==> config.mk <==
export PLATFORM = sky130hd
export DESIGN_NAME = store_buffer_flat
export DESIGN_NICKNAME = d
export VERILOG_FILES = /design/src/rtl/store_buf_pkg.sv /design/src/rtl/store_buffer_if.sv /design/src/rtl/store_buf_fwd.sv /design/src/rtl/store_buffer.sv /design/src/flat_wrapper.sv
export SDC_FILE = /design/constraint.sdc
export NUM_CORES = 1
export LEC_CHECK = 0
export CORE_ASPECT_RATIO = 2
export CORE_UTILIZATION = 40
export CTS_CLUSTER_SIZE = 12
export DETAILED_ROUTE_END_ITERATION = 10
export SYNTH_ARGS = -nofsm -noshare
export SYNTH_HDL_FRONTEND = slang
export SYNTH_HIERARCHICAL = 1
export SYNTH_SLANG_ARGS = --single-unit
export TNS_END_PERCENT = 5
==> constraint.sdc <==
create_clock -name clk -period 25.8 [get_ports clk]
set_clock_uncertainty 0.15 [all_clocks]
set_input_delay 5.16 -clock clk [delete_from_list [all_inputs] [get_ports clk]]
set_output_delay 5.16 -clock clk [all_outputs]
set_load 0.01 [all_outputs]
==> src/rtl/store_buf_pkg.sv <==
// Shared types and defaults for the posted-write store buffer.
package store_buf_pkg;
    localparam int XLEN             = 32;
    localparam int SB_DEPTH_DEFAULT = 4;

    typedef struct packed {
        logic [XLEN-3:0] waddr;
        logic [XLEN-1:0] wdata;
        logic [3:0]      be;
    } sb_entry_t;
endpackage

==> src/rtl/store_buffer_if.sv <==
// M-stage load/store and data-memory ports of the store buffer, grouped as one bundle.
interface store_buffer_if;
    import store_buf_pkg::*;

    logic            MemWrite;
    logic            MemRead;
    logic [3:0]      MemWriteSelect;
    logic [XLEN-1:0] ALUResultM;
    logic [XLEN-1:0] WriteDataM;
    logic [XLEN-1:0] ReadDataM;
    logic            StoreStall;
    logic            BufEmpty;
    logic [XLEN-1:0] mem_raddr;
    logic [XLEN-1:0] mem_rdata;
    logic            mem_wvalid;
    logic            mem_wready;
    logic [XLEN-1:0] mem_waddr;
    logic [XLEN-1:0] mem_wdata;
    logic [3:0]      mem_wbe;

    modport slave (
        input  MemWrite, MemRead, MemWriteSelect, ALUResultM, WriteDataM,
        input  mem_rdata, mem_wready,
        output ReadDataM, StoreStall, BufEmpty,
        output mem_raddr, mem_wvalid, mem_waddr, mem_wdata, mem_wbe
    );

    modport master (
        output MemWrite, MemRead, MemWriteSelect, ALUResultM, WriteDataM,
        output mem_rdata, mem_wready,
        input  ReadDataM, StoreStall, BufEmpty,
        input  mem_raddr, mem_wvalid, mem_waddr, mem_wdata, mem_wbe
    );
endinterface

==> src/rtl/store_buf_fwd.sv <==
// Per-lane load forwarding: each byte comes from the youngest matching buffered store, else memory.
// Purely combinational; entries are scanned oldest-to-youngest so later matches overwrite earlier ones.
module store_buf_fwd
    import store_buf_pkg::*;
#(
    parameter int DEPTH = SB_DEPTH_DEFAULT,
    parameter int IW    = $clog2(DEPTH)
) (
    input  sb_entry_t        entries_i [DEPTH],
    input  logic [DEPTH-1:0] vld_i,
    input  logic [IW-1:0]    rd_idx_i,
    input  logic             mem_read_i,
    input  logic [XLEN-3:0]  laddr_i,
    input  logic [XLEN-1:0]  mem_rdata_i,
    output logic [XLEN-1:0]  rdata_o
);
    logic [IW-1:0] idx;

    always_comb begin
        rdata_o = mem_rdata_i;
        idx     = '0;
        if (mem_read_i) begin
            for (int i = 0; i < DEPTH; i++) begin
                idx = rd_idx_i + IW'(i);
                if (vld_i[idx] && (entries_i[idx].waddr == laddr_i)) begin
                    for (int b = 0; b < 4; b++) begin
                        if (entries_i[idx].be[b]) begin
                            rdata_o[8*b +: 8] = entries_i[idx].wdata[8*b +: 8];
                        end
                    end
                end
            end
        end
    end
endmodule

==> src/rtl/store_buffer.sv <==
// Posted-write store buffer: stores queue in a FIFO and drain in order over valid/ready; loads merge buffered bytes.
// A store is presentable one cycle after enqueue; a full buffer stalls the store unless the head pops that cycle.
module store_buffer
    import store_buf_pkg::*;
#(
    parameter int DEPTH = SB_DEPTH_DEFAULT
) (
    input  logic          clk,
    input  logic          reset,
    store_buffer_if.slave sb
);
    localparam int IW = $clog2(DEPTH);
    localparam int PW = IW + 1;

    sb_entry_t        entries_q [DEPTH];
    logic [DEPTH-1:0] vld_q, vld_d;
    logic [PW-1:0]    wr_ptr_q, wr_ptr_d;
    logic [PW-1:0]    rd_ptr_q, rd_ptr_d;

    logic [IW-1:0]    wr_idx, rd_idx;
    logic             empty, full, push, pop;
    sb_entry_t        new_entry, head;

    assign wr_idx = wr_ptr_q[IW-1:0];
    assign rd_idx = rd_ptr_q[IW-1:0];
    assign empty  = (wr_ptr_q == rd_ptr_q);
    assign full   = (wr_ptr_q[PW-1] != rd_ptr_q[PW-1]) && (wr_idx == rd_idx);

    assign pop           = sb.mem_wvalid & sb.mem_wready;
    assign sb.StoreStall = sb.MemWrite & full & ~pop;
    assign push          = sb.MemWrite & ~sb.StoreStall;

    assign new_entry.waddr = sb.ALUResultM[XLEN-1:2];
    assign new_entry.wdata = sb.WriteDataM << {sb.ALUResultM[1:0], 3'b000};
    assign new_entry.be    = sb.MemWriteSelect;

    assign head          = entries_q[rd_idx];
    assign sb.mem_wvalid = ~empty;
    assign sb.mem_waddr  = {head.waddr, 2'b00};
    assign sb.mem_wdata  = head.wdata;
    assign sb.mem_wbe    = head.be;
    assign sb.BufEmpty   = empty;
    assign sb.mem_raddr  = {sb.ALUResultM[XLEN-1:2], 2'b00};

    // Clear before set: when full, push and pop hit the same slot and it must stay valid.
    always_comb begin
        vld_d    = vld_q;
        wr_ptr_d = wr_ptr_q + {{(PW-1){1'b0}}, push};
        rd_ptr_d = rd_ptr_q + {{(PW-1){1'b0}}, pop};
        if (pop)  vld_d[rd_idx] = 1'b0;
        if (push) vld_d[wr_idx] = 1'b1;
    end

    always_ff @(posedge clk or posedge reset) begin
        if (reset) begin
            wr_ptr_q <= '0;
            rd_ptr_q <= '0;
            vld_q    <= '0;
            for (int i = 0; i < DEPTH; i++) begin
                entries_q[i] <= '0;
            end
        end else begin
            wr_ptr_q <= wr_ptr_d;
            rd_ptr_q <= rd_ptr_d;
            vld_q    <= vld_d;
            if (push) begin
                entries_q[wr_idx] <= new_entry;
            end
        end
    end

    // Only registered entries forward, so a store accepted this cycle is invisible to the load.
    store_buf_fwd #(
        .DEPTH (DEPTH),
        .IW    (IW)
    ) u_fwd (
        .entries_i   (entries_q),
        .vld_i       (vld_q),
        .rd_idx_i    (rd_idx),
        .mem_read_i  (sb.MemRead),
        .laddr_i     (sb.ALUResultM[XLEN-1:2]),
        .mem_rdata_i (sb.mem_rdata),
        .rdata_o     (sb.ReadDataM)
    );
endmodule

==> src/flat_wrapper.sv <==
// flat-port wrapper written by rule: the top's interface ports become plain ports
module store_buffer_flat import store_buf_pkg::*;
#(
    parameter int DEPTH = SB_DEPTH_DEFAULT
)
  (clk, reset, sb_MemWrite, sb_MemRead, sb_MemWriteSelect, sb_ALUResultM, sb_WriteDataM, sb_mem_rdata, sb_mem_wready, sb_ReadDataM, sb_StoreStall, sb_BufEmpty, sb_mem_raddr, sb_mem_wvalid, sb_mem_waddr, sb_mem_wdata, sb_mem_wbe);
  store_buffer_if sb_i ();
  input  logic clk;
  input  logic reset;
  input wire logic [$bits(sb_i.MemWrite)-1:0] sb_MemWrite;
  input wire logic [$bits(sb_i.MemRead)-1:0] sb_MemRead;
  input wire logic [$bits(sb_i.MemWriteSelect)-1:0] sb_MemWriteSelect;
  input wire logic [$bits(sb_i.ALUResultM)-1:0] sb_ALUResultM;
  input wire logic [$bits(sb_i.WriteDataM)-1:0] sb_WriteDataM;
  input wire logic [$bits(sb_i.mem_rdata)-1:0] sb_mem_rdata;
  input wire logic [$bits(sb_i.mem_wready)-1:0] sb_mem_wready;
  output wire logic [$bits(sb_i.ReadDataM)-1:0] sb_ReadDataM;
  output wire logic [$bits(sb_i.StoreStall)-1:0] sb_StoreStall;
  output wire logic [$bits(sb_i.BufEmpty)-1:0] sb_BufEmpty;
  output wire logic [$bits(sb_i.mem_raddr)-1:0] sb_mem_raddr;
  output wire logic [$bits(sb_i.mem_wvalid)-1:0] sb_mem_wvalid;
  output wire logic [$bits(sb_i.mem_waddr)-1:0] sb_mem_waddr;
  output wire logic [$bits(sb_i.mem_wdata)-1:0] sb_mem_wdata;
  output wire logic [$bits(sb_i.mem_wbe)-1:0] sb_mem_wbe;
  assign sb_i.MemWrite = sb_MemWrite;
  assign sb_i.MemRead = sb_MemRead;
  assign sb_i.MemWriteSelect = sb_MemWriteSelect;
  assign sb_i.ALUResultM = sb_ALUResultM;
  assign sb_i.WriteDataM = sb_WriteDataM;
  assign sb_i.mem_rdata = sb_mem_rdata;
  assign sb_i.mem_wready = sb_mem_wready;
  assign sb_ReadDataM = sb_i.ReadDataM;
  assign sb_StoreStall = sb_i.StoreStall;
  assign sb_BufEmpty = sb_i.BufEmpty;
  assign sb_mem_raddr = sb_i.mem_raddr;
  assign sb_mem_wvalid = sb_i.mem_wvalid;
  assign sb_mem_waddr = sb_i.mem_waddr;
  assign sb_mem_wdata = sb_i.mem_wdata;
  assign sb_mem_wbe = sb_i.mem_wbe;
  store_buffer #(.DEPTH(DEPTH)) u_core (.clk(clk), .reset(reset), .sb(sb_i));
endmodule
; ---- Yosys cells after proc, flatten, opt, wreduce, memory -nomap -nowiden
; Cells that the tools add are included.
[classes]
eq_ne = 7
order_cmp = 13
n_reduce_logical = 8
shift = 1
mux = 50
bitwise = 15
add_sub_neg = 5
[ops]
columns = op, count
row1 = $mux W66, 9
row2 = $bmux W66 S2, 4
row3 = $bwmux W264, 1
row4 = $mux W32, 5
row5 = $demux W66 S2, 1
row6 = $mux W8, 16
row7 = $eq A30 B30 Y1, 4
row8 = $shl A32 B5 Y32, 1
row9 = $ge A3 B3 Y1 const B, 5
row10 = $lt A2 B3 Y1 const B, 5
row11 = $not A2 Y3, 5
row12 = $bmux W1 S2, 4
row13 = $logic_and A1 B1 Y1, 8
row14 = $mux W4, 2
row15 = $add A3 B1 Y3, 2
row16 = $mux W1, 6
row17 = $add A2 B2 Y2 const B, 2
row18 = $and A1 B1 Y1, 4
row19 = $and A4 B4 Y4, 1
row20 = $demux W1 S2, 2
row21 = $ge A2 B1 Y1 const B, 2
row22 = $not A4 Y4, 1
row23 = $or A4 B4 Y4, 1
row24 = $eq A3 B3 Y1, 1
row25 = other kinds (5), 7
[word_totals]
regBits = 274
word_cells = 114
out_inout_bits = 135

; ---- Longest topological paths before layout
[depth]
word_depth = 14
mapped_depth = 17
ltp_nobuf = 9

; ---- Hierarchy
; The synthesis kept the hierarchy.
[modules_own_cells]
columns = mod, area_per_inst_um2, seq_area_each_um2, n_inst, cells_each
row1 = store_buffer, 12731.0, 6856.6, 1, 822
row2 = store_buf_fwd, 10311.1, 0.0, 1, 1178

; ---- Worst setup path before layout
; Ideal clock, no wire load.
[synth_path]
path_type = input to output
start = in sb_ALUResultM[5]
end = out sb_ReadDataM[15]
required_ns = 20.490
slack_ns = 12.536
t_arrival_ns = 7.954
path_stages = 10
path_cell_list = clkbuf_1 -> nor2b_1 -> a222oi_1 -> o2111ai_1 -> or4_4 -> or4b_1 -> buf_2 -> or3_1 -> and3_1 -> o32ai_2
[synth_via]
elab_chain_cells = 10
[synth_rtl]
columns = element, line
row1 = from (decl), flat_wrapper.sv:13  ; input wire logic [$bits(sb_i.ALUResultM)-1:0] sb_ALUResultM;
row2 = $eq A30 B30 Y1, store_buf_fwd.sv:25  ; if (vld_i[idx] && (entries_i[idx].waddr == laddr_i)) begin
row3 = $logic_and A1 B1 Y1, store_buf_fwd.sv:25
row4 = $mux W32, store_buf_fwd.sv:25
row5 = $mux W8, store_buf_fwd.sv:27  ; if (entries_i[idx].be[b]) begin
row6 = $mux W32, store_buf_fwd.sv:25
row7 = $mux W8, store_buf_fwd.sv:27
row8 = $mux W32, store_buf_fwd.sv:25
row9 = $mux W8, store_buf_fwd.sv:27
row10 = $mux W32 *, store_buf_fwd.sv:25
row11 = $mux W32 *, store_buf_fwd.sv:22  ; if (mem_read_i) begin
row12 = to (decl), flat_wrapper.sv:17  ; output wire logic [$bits(sb_i.ReadDataM)-1:0] sb_ReadDataM;
; Every way passes the cells marked *; elsewhere a longest branch is shown, timed or not.

; ---- Worst setup path in the final report
[layout_path]
start = in sb_ALUResultM[23]
end = out sb_ReadDataM[7]
; The elaborated chain is that of the path after synthesis.

==> impl_metrics.ini <==
[placement]
port_buffers = 235
place.gp.congestion = 0.923
hpwl_um = 54200
dp_slack_ns = 10.84

[timing]
fmax_ghz = 0.0667
hold_viol_final = 0
post-route-min-period_ns = 14.99
tightest_slew_ns = 1.28
relSlewSlack_pct = 14.5
rsz0062_at_grt = no
setup_ws_ns = 10.81
period_share_pct = 58.1
setup_viol = 0
maxSlewViolCount = 0
fin_setup_tns_ns = 0

[logic_synthesis]
syn_inst = 2000
synth-edff-count = 0
syn_avg_cell_area_sq_um = 11.5
synth-main-ff-cell = dfrtp_1
synth_cell_types = 72
ys_ff_latch = 274
postSynth.asyncResetShare_pct = 100
synth_seq_area_share_pct = 29.8
synth_area_sq_um = 23000
yosysWarnings = 6

[route]
vias_per_cell = 6.20
finalWirelength_um = 75000
wl_per_cell_um = 26.3
drtAntennaViolNets = 0
drc = 4
drt_iter0_drc = 1329
first_pass_iters = 8
num_vias = 17675

[die]
io_pins = 240
start_util_pct = 40.4
dieArea_sq_um = 58600
num_rows = 124
fp.dieW_um = 172
core_area_sq_um = 57100
die_y_um = 341

[cts]
cts_buffer_depth = 3
htree_levels = 1
cts_tree = done
clockRootBuffer = clkbuf_16
cts_buffers = 28
cts_setup_buffers = 0
path_clk_slew_ns = 0.07
clock_sinks = 274
cts-resized-gates = 0
insertion_delay_ns = 0.56
ctsHoldBuffers = 0

[setup_path]
crit_fanout = 36
critPathCaptureType = primary output
worstPathRequired_ns = 20.49
crit_type = in2out
cp-start-kind = input port
cp_data_arrival_time_ns = 9.68

[grt]
grt_pass1_wl_um = 111000
grt_overflow_total = 0
grt_use_total_pct = 25.5
grt_pass1_vias = 17867
grt_max_degree = 114
antenna_found_initial = 1

[power_and_ir_drop]
power_density_nw_per_um2 = 141
switchingPower_uw = 1600
sw_frac_of_total_pct = 43.2
internal_power_uw = 2110
cellLeakagePower_uw = 0.0100
vdd_drop_max_uv = 69.6
clock_power_share_pct = 10.4
seqPwrFrac_pct = 25.7
power_frac_comb_pct = 64.0

[run_status]
status = finished, violations left
violations = design-rule violations

[final_layout]
layout_commonest_cell = dfrtp_1
final_cell_mix = dfrtp_1 (272), mux2_2 (270), clkdlybuf4s50_1 (234)
drive_gt1_share_pct = 27.5
fin_nets = 2188
syn2layout_area_growth_pct = 14.2

[run]
maxCapViolCount = 0

[min_path]
min_path_type = reg2reg
==> final timing paths <==
| path | startpoint | end | slack, ns | cells past startpoint |
|---|---|---|---|---|
| worst max register to register | u_core/rd_ptr_q[1] | u_core/entries_q[222] | 21.40 | 6 |
| worst min register to register | u_core/entries_q[164] | u_core/entries_q[164] | 0.41 | 2 |
| max in group asynchronous | reset | u_core/entries_q[57] | 19.14 | 3 |
| min in group asynchronous | reset | u_core/entries_q[141] | 4.94 | 2 |
| worst max-delay path | sb_ALUResultM[23] | sb_ReadDataM[7] | 10.81 | 11 |
| worst min-delay path | u_core/entries_q[164] | u_core/entries_q[164] | 0.41 | 2 |
==> stage by stage <==
stage | std cells | util [%] | total power [uW] | hold WS [ns] | cell area, sq um
after floorplan | 2003 | - | 2580 | 0.361 | 23100
final | 2849 | 46.1 | 3710 | 0.406 | 26300
after global routing | 2848 | 46.1 | 3920 | 0.429 | 26300
after CTS | 2848 | 46.1 | 3720 | 0.409 | 26300
after detailed placement | 2805 | 44.7 | 3320 | 0.393 | 25500
after global placement | 2805 | 44.7 | 3270 | 0.380 | 25500
==> flip-flops by register name (all words and copies together) (netlist names) <==
name,flops
u_core/vld_q,4
u_core/rd_ptr_q,3
u_core/entries_q,264
u_core/wr_ptr_q,3
==> final cells by class <==
| cell class | instances | area, sq um |
|---|---|---|
| diodes | 1 | 2.50 |
| clock buffers | 37 | 756 |
| clock inverters | 6 | 55.1 |
| fillers | 5302 | 30800 |
| inverters | 42 | 165 |
| multi-input cells | 1463 | 14900 |
| flip-flops and latches | 274 | 6860 |
| well taps | 756 | 946 |
| repair buffers | 270 | 2640 |
==> critical path, cell delays in order <==
cell             delay, ns
clkdlybuf4s50_1       0.88
nor2b_1               0.11
a222oi_1              0.30
o2111ai_1             0.18
or4_4                 0.57
or4b_2                0.67
buf_4                 0.30
or3_1                 0.41
and3_1                0.18
o32ai_2               0.30
clkdlybuf4s50_1       0.58
==> cells by family after synthesis <==
kind of cell    synth area share [%]
fa+ha+maj                      0.217
flops                           29.8
buf+inv                         6.06
xor+xnor                        4.44
other cells                   0.0163
simple gates                    8.57
compound gates                  7.67
mux                             43.3
==> per-layer routing <==
metal | vias up | part of all wire [%] | global-route usage [%]
met5 | - | 0.012 | 0
met2 | 671 | 54 | 47.9
met4 | 2 | 6.8 | 15.7
met1 | 9044 | 34 | 26.5
met3 | 195 | 5.0 | 3.00
li1 | 7763 | - | -
==> cell usage after synthesis, types with 14 or more instances <==
library cell / number / area share [%]
nor2b_1: 21 / 0.57
a31oi_1: 35 / 0.95
o211ai_1: 34 / 1.1
buf_6: 16 / 0.78
mux4_2: 207 / 20
clkbuf_1: 66 / 1.1
nand2_1: 103 / 1.7
nor2_1: 52 / 0.85
buf_1: 16 / 0.26
buf_2: 77 / 1.7
o22ai_1: 37 / 1.0
nor3_1: 36 / 0.78
nand2b_1: 36 / 0.98
xnor2_1: 95 / 3.6
a21oi_1: 20 / 0.43
inv_1: 42 / 0.68
mux2_2: 270 / 13
mux2i_1: 217 / 9.4
o21ai_0: 51 / 1.1
dfrtp_1: 274 / 30
nor4_1: 14 / 0.38
xor2_1: 20 / 0.76
nand3_1: 61 / 1.3
buf_4: 48 / 1.6
==> power groups by stage <==
stage / Sequential, uW / Combinational [uW] / Clock, uW
finish: 952 / 2370 / 385
global placement: 927 / 2340 / 0
global route: 996 / 2510 / 414
detailed placement: 957 / 2360 / 0
floorplan: 828 / 1760 / 0
CTS: 949 / 2380 / 399
Note: power is estimated with default switching activity, not from simulation.
